[src/rtl/ddr_local_if_pkg.sv]
// ddr_local_if_pkg: state encoding and address helpers shared by the DDR local-interface stage
package ddr_local_if_pkg;

  localparam int DEF_MAX_BW = 3;

  typedef enum logic [2:0] {
    S_INIT      = 3'd0,
    S_IDLE      = 3'd1,
    S_WRITE     = 3'd2,
    S_READ_REQ  = 3'd3,
    S_READ_DATA = 3'd4,
    S_DONE      = 3'd5
  } state_t;

  // Clamp the requested log2 burst length to what the controller supports.
  function automatic logic [3:0] eff_bw(input logic [3:0] bw, input int max_bw);
    return (int'(bw) > max_bw) ? 4'(max_bw) : bw;
  endfunction

  // Word address of a byte address with the low bw bits cleared, so a burst never wraps.
  function automatic logic [29:0] aligned_base(input logic [31:0] adr, input logic [3:0] bw);
    return adr[31:2] & ~((30'd1 << bw) - 30'd1);
  endfunction

endpackage

[src/rtl/ddr_local_if_if.sv]
// ddr_local_if_if: arbiter-side access bus and Altera DDR controller local bus
interface ddr_acc_if;
  logic        acc_i;
  logic        we_i;
  logic [31:0] adr_i;
  logic [31:0] dat_i;
  logic [3:0]  sel_i;
  logic [3:0]  buf_width_i;
  logic        ack_o;
  logic [31:0] dat_o;
  logic [31:0] adr_o;

  modport master (
    output acc_i, we_i, adr_i, dat_i, sel_i, buf_width_i,
    input  ack_o, dat_o, adr_o
  );

  modport slave (
    input  acc_i, we_i, adr_i, dat_i, sel_i, buf_width_i,
    output ack_o, dat_o, adr_o
  );
endinterface

interface ddr_lcl_if #(
  parameter int ADR_WIDTH = 24,
  parameter int MAX_BW    = 3
);
  logic                 local_init_done;
  logic                 local_ready;
  logic [ADR_WIDTH-1:0] local_address;
  logic                 local_read_req;
  logic                 local_write_req;
  logic                 local_burstbegin;
  logic [MAX_BW:0]      local_size;
  logic [3:0]           local_be;
  logic [31:0]          local_wdata;
  logic [31:0]          local_rdata;
  logic                 local_rdata_valid;

  modport master (
    input  local_init_done, local_ready, local_rdata, local_rdata_valid,
    output local_address, local_read_req, local_write_req, local_burstbegin,
           local_size, local_be, local_wdata
  );

  modport slave (
    output local_init_done, local_ready, local_rdata, local_rdata_valid,
    input  local_address, local_read_req, local_write_req, local_burstbegin,
           local_size, local_be, local_wdata
  );
endinterface

[src/rtl/ddr_local_if.sv]
// ddr_local_if: turns one granted arbiter access into an Altera DDR local-interface transaction
module ddr_local_if
  import ddr_local_if_pkg::*;
#(
  parameter int ADR_WIDTH = 24,
  parameter int MAX_BW    = DEF_MAX_BW
) (
  input  logic       sdram_clk,
  input  logic       sdram_rst_n,
  ddr_acc_if.slave   acc,
  ddr_lcl_if.master  lcl,
  output logic       sdram_idle_o
);

  state_t               state, state_nx;
  logic [MAX_BW:0]      beat;
  logic                 last_beat;
  logic [3:0]           bw;
  logic [ADR_WIDTH-1:0] base;
  logic [29:0]          word;
  logic                 take;

  assign bw        = eff_bw(acc.buf_width_i, MAX_BW);
  assign base      = ADR_WIDTH'(acc.we_i ? acc.adr_i[31:2] : aligned_base(acc.adr_i, bw));
  assign take      = state == S_IDLE && acc.acc_i;
  assign last_beat = beat == lcl.local_size - (MAX_BW+1)'(1);
  assign word      = 30'(lcl.local_address) + 30'(beat);

  assign sdram_idle_o         = state == S_INIT || state == S_IDLE;
  assign lcl.local_write_req  = state == S_WRITE;
  assign lcl.local_read_req   = state == S_READ_REQ;
  assign lcl.local_burstbegin = state == S_WRITE || state == S_READ_REQ;

  // State register; reset drops any burst in flight.
  always_ff @(posedge sdram_clk or negedge sdram_rst_n) begin
    if (!sdram_rst_n) state <= S_INIT;
    else state <= state_nx;
  end

  // Next state; DONE never samples acc_i so a held request cannot restart early.
  always_comb begin
    state_nx = state;
    case (state)
      S_INIT:      state_nx = lcl.local_init_done ? S_IDLE : S_INIT;
      S_IDLE:      state_nx = !acc.acc_i ? S_IDLE : acc.we_i ? S_WRITE : S_READ_REQ;
      S_WRITE:     state_nx = lcl.local_ready ? S_DONE : S_WRITE;
      S_READ_REQ:  state_nx = lcl.local_ready ? S_READ_DATA : S_READ_REQ;
      S_READ_DATA: state_nx = lcl.local_rdata_valid && last_beat ? S_DONE : S_READ_DATA;
      S_DONE:      state_nx = S_IDLE;
      default:     state_nx = S_INIT;
    endcase
  end

  // Request fields latched once per access, beat counter and read-data return path.
  always_ff @(posedge sdram_clk or negedge sdram_rst_n) begin
    if (!sdram_rst_n) begin
      lcl.local_address <= '0;
      lcl.local_size    <= '0;
      lcl.local_be      <= '0;
      lcl.local_wdata   <= '0;
      beat              <= '0;
      acc.ack_o         <= 1'b0;
      acc.dat_o         <= '0;
      acc.adr_o         <= '0;
    end else begin
      acc.ack_o <= (state == S_WRITE && lcl.local_ready) ||
                   (state == S_READ_DATA && lcl.local_rdata_valid);
      if (take) begin
        lcl.local_address <= base;
        lcl.local_size    <= acc.we_i ? (MAX_BW+1)'(1) : (MAX_BW+1)'(1) << bw;
        lcl.local_be      <= acc.sel_i;
        lcl.local_wdata   <= acc.dat_i;
      end
      if (state == S_READ_REQ) beat <= '0;
      if (state == S_READ_DATA && lcl.local_rdata_valid) begin
        acc.dat_o <= lcl.local_rdata;
        acc.adr_o <= {word, 2'b00};
        beat      <= beat + (MAX_BW+1)'(1);
      end
    end
  end

endmodule

[src/flat_wrapper.sv]
// flat-port wrapper written by rule: the top's interface ports become plain ports
module ddr_local_if_flat import ddr_local_if_pkg::*;
#(
  parameter int ADR_WIDTH = 24,
  parameter int MAX_BW    = DEF_MAX_BW
)
  (sdram_clk, sdram_rst_n, sdram_idle_o, acc_acc_i, acc_we_i, acc_adr_i, acc_dat_i, acc_sel_i, acc_buf_width_i, acc_ack_o, acc_dat_o, acc_adr_o, lcl_local_init_done, lcl_local_ready, lcl_local_rdata, lcl_local_rdata_valid, lcl_local_address, lcl_local_read_req, lcl_local_write_req, lcl_local_burstbegin, lcl_local_size, lcl_local_be, lcl_local_wdata);
  ddr_acc_if acc_i ();
  ddr_lcl_if #(.ADR_WIDTH(ADR_WIDTH), .MAX_BW(MAX_BW)) lcl_i ();
  input  logic sdram_clk;
  input  logic sdram_rst_n;
  output logic sdram_idle_o;
  input wire logic [$bits(acc_i.acc_i)-1:0] acc_acc_i;
  input wire logic [$bits(acc_i.we_i)-1:0] acc_we_i;
  input wire logic [$bits(acc_i.adr_i)-1:0] acc_adr_i;
  input wire logic [$bits(acc_i.dat_i)-1:0] acc_dat_i;
  input wire logic [$bits(acc_i.sel_i)-1:0] acc_sel_i;
  input wire logic [$bits(acc_i.buf_width_i)-1:0] acc_buf_width_i;
  output wire logic [$bits(acc_i.ack_o)-1:0] acc_ack_o;
  output wire logic [$bits(acc_i.dat_o)-1:0] acc_dat_o;
  output wire logic [$bits(acc_i.adr_o)-1:0] acc_adr_o;
  input wire logic [$bits(lcl_i.local_init_done)-1:0] lcl_local_init_done;
  input wire logic [$bits(lcl_i.local_ready)-1:0] lcl_local_ready;
  input wire logic [$bits(lcl_i.local_rdata)-1:0] lcl_local_rdata;
  input wire logic [$bits(lcl_i.local_rdata_valid)-1:0] lcl_local_rdata_valid;
  output wire logic [$bits(lcl_i.local_address)-1:0] lcl_local_address;
  output wire logic [$bits(lcl_i.local_read_req)-1:0] lcl_local_read_req;
  output wire logic [$bits(lcl_i.local_write_req)-1:0] lcl_local_write_req;
  output wire logic [$bits(lcl_i.local_burstbegin)-1:0] lcl_local_burstbegin;
  output wire logic [$bits(lcl_i.local_size)-1:0] lcl_local_size;
  output wire logic [$bits(lcl_i.local_be)-1:0] lcl_local_be;
  output wire logic [$bits(lcl_i.local_wdata)-1:0] lcl_local_wdata;
  assign acc_i.acc_i = acc_acc_i;
  assign acc_i.we_i = acc_we_i;
  assign acc_i.adr_i = acc_adr_i;
  assign acc_i.dat_i = acc_dat_i;
  assign acc_i.sel_i = acc_sel_i;
  assign acc_i.buf_width_i = acc_buf_width_i;
  assign acc_ack_o = acc_i.ack_o;
  assign acc_dat_o = acc_i.dat_o;
  assign acc_adr_o = acc_i.adr_o;
  assign lcl_i.local_init_done = lcl_local_init_done;
  assign lcl_i.local_ready = lcl_local_ready;
  assign lcl_i.local_rdata = lcl_local_rdata;
  assign lcl_i.local_rdata_valid = lcl_local_rdata_valid;
  assign lcl_local_address = lcl_i.local_address;
  assign lcl_local_read_req = lcl_i.local_read_req;
  assign lcl_local_write_req = lcl_i.local_write_req;
  assign lcl_local_burstbegin = lcl_i.local_burstbegin;
  assign lcl_local_size = lcl_i.local_size;
  assign lcl_local_be = lcl_i.local_be;
  assign lcl_local_wdata = lcl_i.local_wdata;
  ddr_local_if #(.ADR_WIDTH(ADR_WIDTH), .MAX_BW(MAX_BW)) u_core (.sdram_clk(sdram_clk), .sdram_rst_n(sdram_rst_n), .acc(acc_i), .lcl(lcl_i), .sdram_idle_o(sdram_idle_o));
endmodule
[config.mk]
export PLATFORM = sky130hd
export DESIGN_NAME = ddr_local_if_flat
export DESIGN_NICKNAME = d
export VERILOG_FILES = /design/src/rtl/ddr_local_if_pkg.sv /design/src/rtl/ddr_local_if_if.sv /design/src/rtl/ddr_local_if.sv /design/src/flat_wrapper.sv
export SDC_FILE = /design/constraint.sdc
export NUM_CORES = 1
export LEC_CHECK = 0
export CAP_MARGIN = 20
export CELL_PAD_IN_SITES_DETAIL_PLACEMENT = 1
export CELL_PAD_IN_SITES_GLOBAL_PLACEMENT = 1
export CORE_UTILIZATION = 28
export DETAILED_ROUTE_END_ITERATION = 8
export PLACE_DENSITY = 0.74
export REMOVE_ABC_BUFFERS = 1
export SETUP_SLACK_MARGIN = 0.02
export SYNTH_ARGS = -nofsm -noshare
export SYNTH_HDL_FRONTEND = slang
export SYNTH_SLANG_ARGS = --single-unit
[constraint.sdc]
create_clock -name sdram_clk -period 2.2 [get_ports sdram_clk]
set_input_delay 0.44 -clock sdram_clk [delete_from_list [all_inputs] [get_ports sdram_clk]]
set_output_delay 0.44 -clock sdram_clk [all_outputs]
set_load 0.01 [all_outputs]
==> results of run 1 <==
## repair_timing
item,4_1_cts,5_1_grt
hold buffers,1,0
setup endpoints to repair,6,8
resized for setup,6,4
buffers inserted,0,3
pin swaps,0,1
hold endpoints to repair,40,0
## kinds of logic after synthesis
| kind of cell | Yosys count |
|---|---|
| simple gates | 352 |
| flops | 129 |
| compound gates | 75 |
| buf+inv | 51 |
| xor+xnor | 14 |
| fa+ha+maj | 8 |
| other cells | 1 |
| mux | 1 |
## flip-flops by register name (all words and copies together) (netlist names)
register / flops
u_core.lcl.local_address: 24
u_core.lcl.local_size: 4
u_core.acc.ack_o: 1
u_core.lcl.local_be: 4
u_core.state: 3
u_core.lcl.local_wdata: 32
u_core.beat: 4
u_core.acc.adr_o: 25
u_core.acc.dat_o: 32
## through the flow
step / area (µm²) / setup WS [ps] / setup TNS (ps)
after CTS: 9099 / 35.94 / 0
final: 9135 / 58.08 / 0
after global routing: 9133 / -15.92 / -26.31
after global placement: 8511 / 46.45 / 0
after detailed placement: 8511 / -76.29 / -528.7
after floorplan: 5518 / -3809 / -260290
## power groups by stage
stage	Combinational, µW	Clock [µW]	Sequential (µW)
finish	5610	2700	4210
global route	6200	2890	4360
CTS	5670	2800	4230
detailed placement	5630	0	4260
global placement	5520	0	4210
floorplan	1720	0	4700
## worst reg2reg max path: cells and delay by family, from the launching register on
family | cells | cell delay, ps
AOI/OAI and AO/OA | 2 | 370
adders and majority gates | 2 | 530
buffers and inverters | 2 | 230
DFF | 1 | 370
and+or+nand+nor | 2 | 550
## routing by layer
metal	track usage, %	wire, µm	vias to the layer above
met1	21.40	7773	2474
met4	5.873	178	0
met5	0	0	-
met2	30.19	8919	158
met3	6.424	1415	15
li1	-	-	2572
## cell type report
type	instances	area (µm²)	share of cell area (%)
Antenna cell	1	2.502	0.02739
Sequential cell	129	3231	35.37
Multi-Input combinational cell	457	2320	25.39
Inverter	11	41.29	0.4520
Timing Repair Buffer	266	2645	28.95
Clock inverter	9	83.83	0.9177
Tap cell	265	331.6	3.630
Clock buffer	21	480.5	5.260
## worst paths after layout
kind                                                     from                                      end  slack [ps]  cells past startpoint
setup / recovery                   u_core.beat[0]$_DFFE_PN0P_         u_core.acc.adr_o[20]$_DFFE_PN0P_          60                      8
hold / removal             u_core.lcl.local_be[2]$_DFFE_PN0P_       u_core.lcl.local_be[2]$_DFFE_PN0P_         470                      2
setup reg to reg                   u_core.beat[0]$_DFFE_PN0P_         u_core.acc.adr_o[20]$_DFFE_PN0P_          60                      8
hold reg to reg            u_core.lcl.local_be[2]$_DFFE_PN0P_       u_core.lcl.local_be[2]$_DFFE_PN0P_         470                      2
max in group asynchronous                         sdram_rst_n  u_core.lcl.local_address[9]$_DFFE_PN0P_        1050                      3
min in group asynchronous                         sdram_rst_n          u_core.acc.dat_o[8]$_DFFE_PN0P_         520                      2
## layout by cell type (no fill, tap or decap), drive strengths merged, types with 5 or more instances in the layout
| cell | netlist | final |
|---|---|---|
| or4 | 13 | 13 |
| o31ai | 10 | 10 |
| nand3 | 16 | 16 |
| clkbuf | 26 | 21 |
| xnor2 | 8 | 8 |
| o211ai | 5 | 5 |
| xor2 | 6 | 6 |
| dfrtp | 129 | 129 |
| nand2 | 276 | 276 |
| inv | 11 | 11 |
| nor2 | 21 | 21 |
| a31oi | 13 | 13 |
| ha | 7 | 7 |
| buf | 14 | 38 |
| clkdlybuf4s50 | 0 | 226 |
| o21ai | 24 | 24 |
| a22o | 9 | 9 |
| conb | 1 | 7 |
==> impl_metrics.py, run 1 <==
metrics = {
    "run_status": {
        "status": "completed",
    },
    "synth": {
        "yosysSeqAreaShare_pct": 56.84,
        "synth_top_family_by_area": "simple AND/OR/NAND/NOR gates",
        "muxShareOfSynthArea_pct": 0.1983,
        "synth_area_um2": 5679,
        "ys.warnings.count": 0,
        "synthTopCellsByArea": "dfrtp_1 (57%), nand2_1 (18%), o21ai_0 (2.1%), clkbuf_1 (1.7%), ha_1 (1.5%)",
        "yosys.cell_count.top_type": "nand2_1",
        "synth-edff-count": 0,
        "synth-seq-cells": 129,
        "ys_types": 44,
        "ys.flop_type": "dfrtp_1",
        "synth_common_cells": "nand2_1 (276), dfrtp_1 (129), clkbuf_1 (26)",
        "synth_xor_area_share_pct": 2.159,
        "yosys.area_share.simple_pct": 26.13,
        "synth_area_per_cell_um2": 9.000,
        "synth_compound_area_share_pct": 8.746,
        "synth_area_leader_cell": "dfrtp_1",
        "ys_async_sr_fraction_pct": 100.0,
        "netlist.area_leader.share_pct": 56.84,
        "syn_inst": 631,
        "synthAdderAreaFrac_pct": 1.895,
    },
    "floorplan": {
        "rows": 51,
        "coreArea_um2": 19650,
        "initial_utilization_pct": 28.90,
        "ios": 244,
        "die_h_um": 144.4,
        "die-area_um2": 20860,
        "die_w_um": 144.4,
    },
    "pwr": {
        "pwr-share-seq_pct": 33.6,
        "combPwrFrac_pct": 44.8,
        "p_total_uw": 12530,
        "sw_frac_of_total_pct": 35.11,
        "clock_power_share_pct": 21.6,
        "switchingPower_uw": 4398,
        "ir_drop_mv": 0.5775,
        "power.density_nw_per_um2": 1371,
        "internal_power_uw": 8128,
        "p_leak_uw": 0.004130,
    },
    "job": {
        "drv_cap": 0,
    },
    "timing": {
        "skew_ps": 11.88,
        "fin_hold_ws_ps": 470.7,
        "max_freq_ghz": 0.4669,
        "slew_viol_final": 0,
        "hold_viol": 0,
        "fin_crit_ps": 2142,
        "setup_viol": 0,
        "finalCritPeriodShare_pct": 97.36,
    },
    "route": {
        "viasPerCell": 4.503,
        "drt_iter0_drc": 206,
        "wirelength_mm": 18.29,
        "ant_nets": 0,
        "vias": 5219,
        "wl_per_cell_um": 15.78,
        "dr.pass1.iters": 4,
        "drc_errors": 0,
    },
    "global_routing": {
        "grt_pass1_wl_mm": 28.50,
        "grt_overflow_total": 0,
        "antenna_found_initial": 0,
        "grt_pass1_vias": 5416,
        "grt_usage_pct": 18.02,
        "grt_max_degree": 56,
    },
    "layout": {
        "fillCellCount": 2277,
        "drive_above_1_share_pct": 9.854,
        "final_core_utilization_pct": 46.48,
        "area_growth_pct": 60.85,
        "final_nets": 1001,
        "instances_no_fill": 1159,
    },
    "cts": {
        "cts_buffers": 17,
        "ctsLongestPathBuffers": 2,
        "cts_tree": "built",
        "clock_latency_ps": 410,
        "clk_pin_slew_ps": 60,
        "cts_sinks": 129,
        "root_buffer": "clkbuf_16",
        "cts_htree_levels": 4,
    },
    "hold_path": {
        "hold_class": "flip-flop to flip-flop",
    },
    "critical_path": {
        "crit_slowest_cell": "or4_1",
        "worst_ep_arrival_time_ps": 2470,
        "path_class": "flip-flop to flip-flop",
        "max_stage_delay_ps": 400,
        "path_buf_inv": 2,
        "startpoint_type": "flip-flop",
        "critPathRequiredTime_ps": 2530,
        "crit_fanout": 7,
        "cp_top_family": "simple AND/OR/NAND/NOR gates",
        "end_kind": "flip-flop",
        "worstPathCellList": "ha_2 -> inv_1 -> fa_2 -> nand2b_4 -> a21o_1 -> buf_4 -> or4_1 -> a31oi_1",
    },
    "placement": {
        "place.gp.congestion": 0.7232,
        "dp_cells": 1124,
        "port_buffers": 228,
        "dp.final_hpwl_mm": 13.05,
    },
}
(Power assumes the default switching activity.)
==> inputs of run 2 (changes only) <==
--- a/config.mk
+++ b/config.mk
@@ -5,13 +5,11 @@
 export SDC_FILE = /design/constraint.sdc
 export NUM_CORES = 1
 export LEC_CHECK = 0
-export CAP_MARGIN = 20
 export CELL_PAD_IN_SITES_DETAIL_PLACEMENT = 1
 export CELL_PAD_IN_SITES_GLOBAL_PLACEMENT = 1
 export CORE_UTILIZATION = 28
 export DETAILED_ROUTE_END_ITERATION = 8
 export PLACE_DENSITY = 0.74
-export REMOVE_ABC_BUFFERS = 1
 export SETUP_SLACK_MARGIN = 0.02
 export SYNTH_ARGS = -nofsm -noshare
 export SYNTH_HDL_FRONTEND = slang
==> constraint.sdc (replaced) <==
create_clock -name sdram_clk -period 1.8 [get_ports sdram_clk]
set_input_delay 0.36 -clock sdram_clk [delete_from_list [all_inputs] [get_ports sdram_clk]]
set_output_delay 0.36 -clock sdram_clk [all_outputs]
set_load 0.01 [all_outputs]
==> run 2 against run 1 <==
  * Worst hold slack got worse by 1.8 ps
  * Combinational power grew 34%
  * Largest power group unchanged
  * Power rose by 29%
  * Critical endpoint unchanged
  * Non-clock buffer count up 51
  * Clock power grew 31%
  * Critical path depth fell by 1
  * First-iteration DRC count rose by 2.4%
  * Utilization rose by 3.5 points
  * Cell count is 4.7% higher
  * Count of clock-buffer cells in the layout grew 2
  * The flow now finishes with violations (setup timing)
  * Highest routed layer unchanged
==> impl_metrics.py, run 2 (synthesis results as in run 1) <==
metrics = {
    "timing": {
        "hold_viol": 0,
        "slew_viol_final": 0,
        "max-slew-margin-rel_pct": 61.15,
        "setup_viol": 13,
        "fin_crit_ps": 1984,
        "layout_setup_ws_ps": -184.4,
        "skew_ps": 6.903,
        "fin_hold_ws_ps": 468.9,
        "worst_slew_pin_slew_ps": 580.6,
        "finalCritPeriodShare_pct": 110.2,
        "rsz0062_at_grt": "true",
        "max_freq_ghz": 0.5039,
    },
    "global_routing": {
        "use_met2_pct": 31.96,
        "antenna_found_initial": 0,
        "grt_usage_pct": 19.61,
        "grt_overflow_total": 0,
        "grt_pass1_wl_mm": 30.99,
        "top_usage_layer": "met2",
        "grt_util_met3_pct": 7.252,
        "met1_usage_pct": 23.18,
        "grt_pass1_vias": 5824,
        "grt_max_degree": 44,
    },
    "placement": {
        "dp.final_hpwl_mm": 14.26,
        "post_dp_cell_area_um2": 8876,
        "port_buffers": 228,
        "dp_cells": 1162,
        "place.gp.congestion": 0.7334,
    },
    "pwr": {
        "ir_drop_mv": 0.8078,
        "p_total_uw": 16170,
        "p_leak_uw": 0.004603,
        "power.density_nw_per_um2": 1645,
    },
    "layout": {
        "instances_no_fill": 1213,
        "design_area_um2": 9831,
        "area_growth_pct": 73.10,
        "final_core_utilization_pct": 50.02,
        "drive_above_1_share_pct": 18.99,
        "insertedDiodeCount": 0,
        "final_common_cell": "nand2_1",
        "final_nets": 1054,
        "final_cell_mix": "nand2_1 (276), clkdlybuf4s50_1 (200), dfrtp_1 (119)",
        "reg_top3": "u_core.acc.dat_o: 32 flops, u_core.lcl.local_wdata: 32 flops, u_core.acc.adr_o: 25 flops",
    },
    "route": {
        "dr.pass1.iters": 4,
        "viasPerCell": 4.583,
        "vias": 5559,
        "drc_errors": 0,
        "drt_iter0_drc": 211,
        "wl_per_cell_um": 16.30,
        "ant_nets": 0,
        "wirelength_mm": 19.77,
    },
    "cts": {
        "clk_pin_slew_ps": 60,
        "root_buffer": "clkbuf_16",
        "cts_buffers": 17,
        "cts_tree": "built",
        "ctsLongestPathBuffers": 2,
        "clock_latency_ps": 420,
        "cts_htree_levels": 4,
        "cts_sinks": 129,
    },
    "floorplan": {
        "initial_utilization_pct": 28.90,
        "ios": 244,
        "coreArea_um2": 19650,
        "die-area_um2": 20860,
        "die_h_um": 144.4,
        "rows": 51,
        "die_w_um": 144.4,
    },
    "critical_path": {
        "worst_ep_arrival_time_ps": 2320,
        "end_kind": "flip-flop",
        "startpoint_type": "flip-flop",
        "r2r_cells": 7,
        "path_class": "flip-flop to flip-flop",
        "r2r_slack_ps": -180,
        "crit_fanout": 6,
        "timing.rr.end": "u_core.acc.adr_o[20]$_DFFE_PN0P_",
        "critPathRequiredTime_ps": 2130,
        "reg2reg_from": "u_core.beat[0]$_DFFE_PN0P_",
    },
    "job": {
        "drv_cap": 0,
    },
    "hold_path": {
        "hold_class": "primary input to async pin",
    },
    "run_status": {
        "violations": "setup timing",
        "status": "complete, but fails checks",
    },
}
run 2: changes by cell type in the layout (fill, tap and decap cells not counted), sizes merged:
cell / previous run / this run
clkdlybuf4s50: 226 / 200
dlymetal6s2s: 0 / 4
clkbuf: 21 / 27
bufinv: 1 / 3
dlygate4sd2: 1 / 19
or4: 13 / 14
clkinv: 4 / 2
diode: 1 / 0
buf: 38 / 89
a21o: 3 / 4
run 2: worst max path at each step:
stage | startpoint | to | slack (ps) | depth (start not counted)
after floorplan | u_core.beat[0]$_DFFE_PN0P_ | u_core.acc.adr_o[18]$_DFFE_PN0P_ | -300 | 8
after global placement | u_core.lcl.local_address[0]$_DFFE_PN0P_ | u_core.acc.adr_o[22]$_DFFE_PN0P_ | -250 | 7
after detailed placement | u_core.beat[0]$_DFFE_PN0P_ | u_core.acc.adr_o[20]$_DFFE_PN0P_ | -350 | 7
after CTS | u_core.beat[0]$_DFFE_PN0P_ | u_core.acc.adr_o[20]$_DFFE_PN0P_ | -200 | 7
after global routing | u_core.beat[0]$_DFFE_PN0P_ | u_core.acc.adr_o[20]$_DFFE_PN0P_ | -260 | 7
final | u_core.beat[0]$_DFFE_PN0P_ | u_core.acc.adr_o[20]$_DFFE_PN0P_ | -180 | 7
run 2: power by group:
group / switching [µW] / internal [µW] / total (µW)
clock: 1270 / 2280 / 3550
combinational: 3550 / 3970 / 7520
sequential: 843 / 4250 / 5090
total: 5660 / 10500 / 16200
run 2: metrics by stage:
step | worst slack (ps) | TNS, ps
after floorplan | -296.9 | -1374
after global placement | -252.7 | -3539
after detailed placement | -346.1 | -5020
after CTS | -204.6 | -1414
after global routing | -255.8 | -2396
final | -184.4 | -1323
run 2: layer usage:
layer | share of wire [%] | up-vias
met2 | 47 | 177
met1 | 42 | 2677
met3 | 8.7 | 21
met4 | 2.0 | 0
met5 | 0 | -
li1 | - | 2684
run 2: final cells by class:
| type | instances | area (µm²) |
|---|---|---|
| timing repair buffer | 317 | 3059 |
| multi-input combinational | 459 | 2550 |
| inverter | 11 | 41.29 |
| clock buffer | 23 | 478.0 |
| fill | 2273 | 9823 |
| clock inverter | 9 | 130.1 |
| tap | 265 | 331.6 |
| sequential | 129 | 3241 |
run 2: critical path, cell delays in order (launching register included):
cell,delay [ps]
dfrtp_1,350
ha_2,190
inv_2,40
fa_2,350
nand2b_4,180
a21o_4,240
or4_1,400
a31oi_1,150
run 2: what timing repair did:
item	in CTS	in global routing
endpoints found under the hold margin	39	0
gates resized for setup	65	35
setup endpoints to repair	45	31
pin swaps	26	7
hold buffers	1	0
buffers inserted	8	9
cloned	4	0
==> inputs of run 3 (changes only) <==
--- a/config.mk
+++ b/config.mk
@@ -7,9 +7,9 @@
 export LEC_CHECK = 0
 export CELL_PAD_IN_SITES_DETAIL_PLACEMENT = 1
 export CELL_PAD_IN_SITES_GLOBAL_PLACEMENT = 1
-export CORE_UTILIZATION = 28
+export CORE_UTILIZATION = 33
 export DETAILED_ROUTE_END_ITERATION = 8
-export PLACE_DENSITY = 0.74
+export PLACE_DENSITY = 0.83
 export SETUP_SLACK_MARGIN = 0.02
 export SYNTH_ARGS = -nofsm -noshare
 export SYNTH_HDL_FRONTEND = slang
==> constraint.sdc (replaced) <==
create_clock -name sdram_clk -period 2.3 [get_ports sdram_clk]
set_input_delay 0.46 -clock sdram_clk [delete_from_list [all_inputs] [get_ports sdram_clk]]
set_output_delay 0.46 -clock sdram_clk [all_outputs]
set_load 0.01 [all_outputs]
==> run 3 against run 2 <==
  * Cell count fell by 8.8%
  * Count of clock-buffer cells in the layout did not move
  * Via count down 4.4%
  * Largest cell class unchanged
  * Sequential power shrank 20%
  * Routed wire length decreased by 7.1%
  * Combinational power fell by 29%
  * Largest power group unchanged
  * The run now ends clean
  * Worst hold slack better by 1.8 ps
==> impl_metrics.py, run 3 (synthesis results as in run 1) <==
metrics = {
    "timing": {
        "layout_setup_ws_ps": 87.16,
        "finalCritPeriodShare_pct": 96.21,
        "hold_viol": 0,
        "fin_hold_ws_ps": 470.6,
        "max_freq_ghz": 0.4519,
        "max-slew-margin-rel_pct": 57.91,
        "worst_slew_pin_slew_ps": 622.6,
        "setup_viol": 0,
        "fin_crit_ps": 2213,
        "setup_tns_ps": 0,
        "rsz0062_at_grt": "false",
        "slew_viol_final": 0,
        "skew_ps": 7.311,
    },
    "layout": {
        "instances_no_fill": 1106,
        "drive_above_1_share_pct": 8.578,
        "reg_top3": "u_core.acc.dat_o: 32 flops, u_core.lcl.local_wdata: 32 flops, u_core.acc.adr_o: 25 flops",
        "insertedDiodeCount": 0,
        "area_growth_pct": 59.07,
        "final_common_cell": "nand2_1",
        "final_cell_mix": "nand2_1 (276), clkdlybuf4s50_1 (227), dfrtp_1 (129)",
        "final_nets": 992,
        "final_core_utilization_pct": 54.09,
    },
    "critical_path": {
        "startpoint_type": "flip-flop",
        "worst_ep_arrival_time_ps": 1750,
        "crit_fanout": 9,
        "endpoint": "sdram_idle_o",
        "reg2reg_from": "u_core.lcl.local_address[0]$_DFFE_PN0P_",
        "max_stage_delay_ps": 580,
        "worstPathCellList": "buf_4 -> nor2_1 -> clkdlybuf4s50_1",
        "end_kind": "output port",
        "path_class": "flip-flop to output port",
        "critPathRequiredTime_ps": 1840,
        "crit_slowest_cell": "clkdlybuf4s50_1",
        "r2r_cells": 7,
        "timing.rr.end": "u_core.acc.adr_o[18]$_DFFE_PN0P_",
        "r2r_slack_ps": 120,
        "crit_start": "u_core.state[1]$_DFF_PN0_",
    },
    "floorplan": {
        "die-area_um2": 17740,
        "die_h_um": 133.2,
        "die_w_um": 133.2,
        "ios": 244,
        "initial_utilization_pct": 34.01,
        "coreArea_um2": 16700,
        "rows": 47,
    },
    "placement": {
        "place.gp.congestion": 0.7571,
        "port_buffers": 228,
        "dp_cells": 1073,
        "dp.final_hpwl_mm": 13.63,
        "preCtsSetupSlack_ps": 15.88,
    },
    "hold_path": {
        "hold_class": "flip-flop to flip-flop",
        "holdPathStages": 2,
    },
    "global_routing": {
        "antenna_found_initial": 0,
        "grt_pass1_vias": 5639,
        "grt_usage_pct": 21.18,
        "grt_overflow_total": 0,
        "grt_pass1_wl_mm": 29.38,
        "grt_max_degree": 56,
    },
    "route": {
        "wirelength_mm": 18.36,
        "drt_iter0_drc": 157,
        "wl_per_cell_um": 16.60,
        "drc_errors": 0,
        "vias": 5313,
        "dr.pass1.iters": 4,
        "viasPerCell": 4.804,
        "ant_nets": 0,
    },
    "cts": {
        "root_buffer": "clkbuf_16",
        "cts_buffers": 17,
        "clk_pin_slew_ps": 60,
        "cts_htree_levels": 4,
        "cts_tree": "built",
        "cts_sinks": 129,
        "ctsLongestPathBuffers": 2,
        "clock_latency_ps": 420,
    },
    "job": {
        "drv_cap": 0,
    },
    "pwr": {
        "ir_drop_mv": 0.6095,
        "power.density_nw_per_um2": 1349,
        "p_leak_uw": 0.004092,
    },
    "run_status": {
        "status": "completed",
    },
}
-- run 3: cell types whose count changed in the layout (fill, tap and decap cells not counted), sizes merged --
cell,previous run,this run
a21o,4,3
dlygate4sd2,19,0
buf,89,29
dlymetal6s2s,4,0
clkbuf,27,23
clkdlybuf4s50,200,227
or4,14,13
-- run 3: stage by stage --
stage                     area (µm²)  total power (µW)
after global placement          8401              9271
final                           9034             12190
after detailed placement        8401              9485
after floorplan                 5713              6177
after CTS                       9022             12330
after global routing            9034             12970
-- run 3: where the power goes --
group | switching (µW) | internal (µW)
Clock | 988 | 1790
Sequential | 778 | 3310
Combinational | 2490 | 2840
-- run 3: critical path, delay by kind of cell, from the launching register on --
kind,cells,cell delay (ps)
buf+inv,2,760
simple gates,1,200
flops,1,380
-- run 3: how the worst min path moves through the flow --
stage | from | endpoint | slack, ps
after floorplan | sdram_rst_n | u_core.acc.ack_o$_DFF_PN0_ | 160
after global placement | sdram_rst_n | u_core.lcl.local_wdata[7]$_DFFE_PN0P_ | 380
after detailed placement | sdram_rst_n | u_core.lcl.local_wdata[7]$_DFFE_PN0P_ | 380
after CTS | u_core.lcl.local_wdata[26]$_DFFE_PN0P_ | u_core.lcl.local_wdata[26]$_DFFE_PN0P_ | 480
after global routing | u_core.lcl.local_wdata[15]$_DFFE_PN0P_ | u_core.lcl.local_wdata[15]$_DFFE_PN0P_ | 500
final | u_core.lcl.local_wdata[4]$_DFFE_PN0P_ | u_core.lcl.local_wdata[4]$_DFFE_PN0P_ | 470
-- run 3: metal layers --
layer | up-vias | GRT usage [%] | part of all wire, %
met4 | 0 | 7.891 | 2.2
met5 | - | 0 | 0
met2 | 167 | 35.66 | 48
li1 | 2547 | - | -
met1 | 2571 | 24.96 | 42
met3 | 28 | 7.306 | 7.6
-- run 3: final cells by class --
type | instances | area [µm²]
clock buffer | 23 | 478.0
inverter | 11 | 41.29
clock inverter | 9 | 130.1
tap | 220 | 275.3
fill | 1923 | 7667
multi-input combinational | 457 | 2315
sequential | 129 | 3228
timing repair buffer | 257 | 2566
-- run 3: timing repair --
action	in CTS	in global routing
endpoints found under the hold margin	30	0
hold buffers	1	0
buffers inserted	0	0
gates resized for setup	3	3
gates cloned	0	0
pin swaps	0	0
endpoints found under the setup margin	3	3
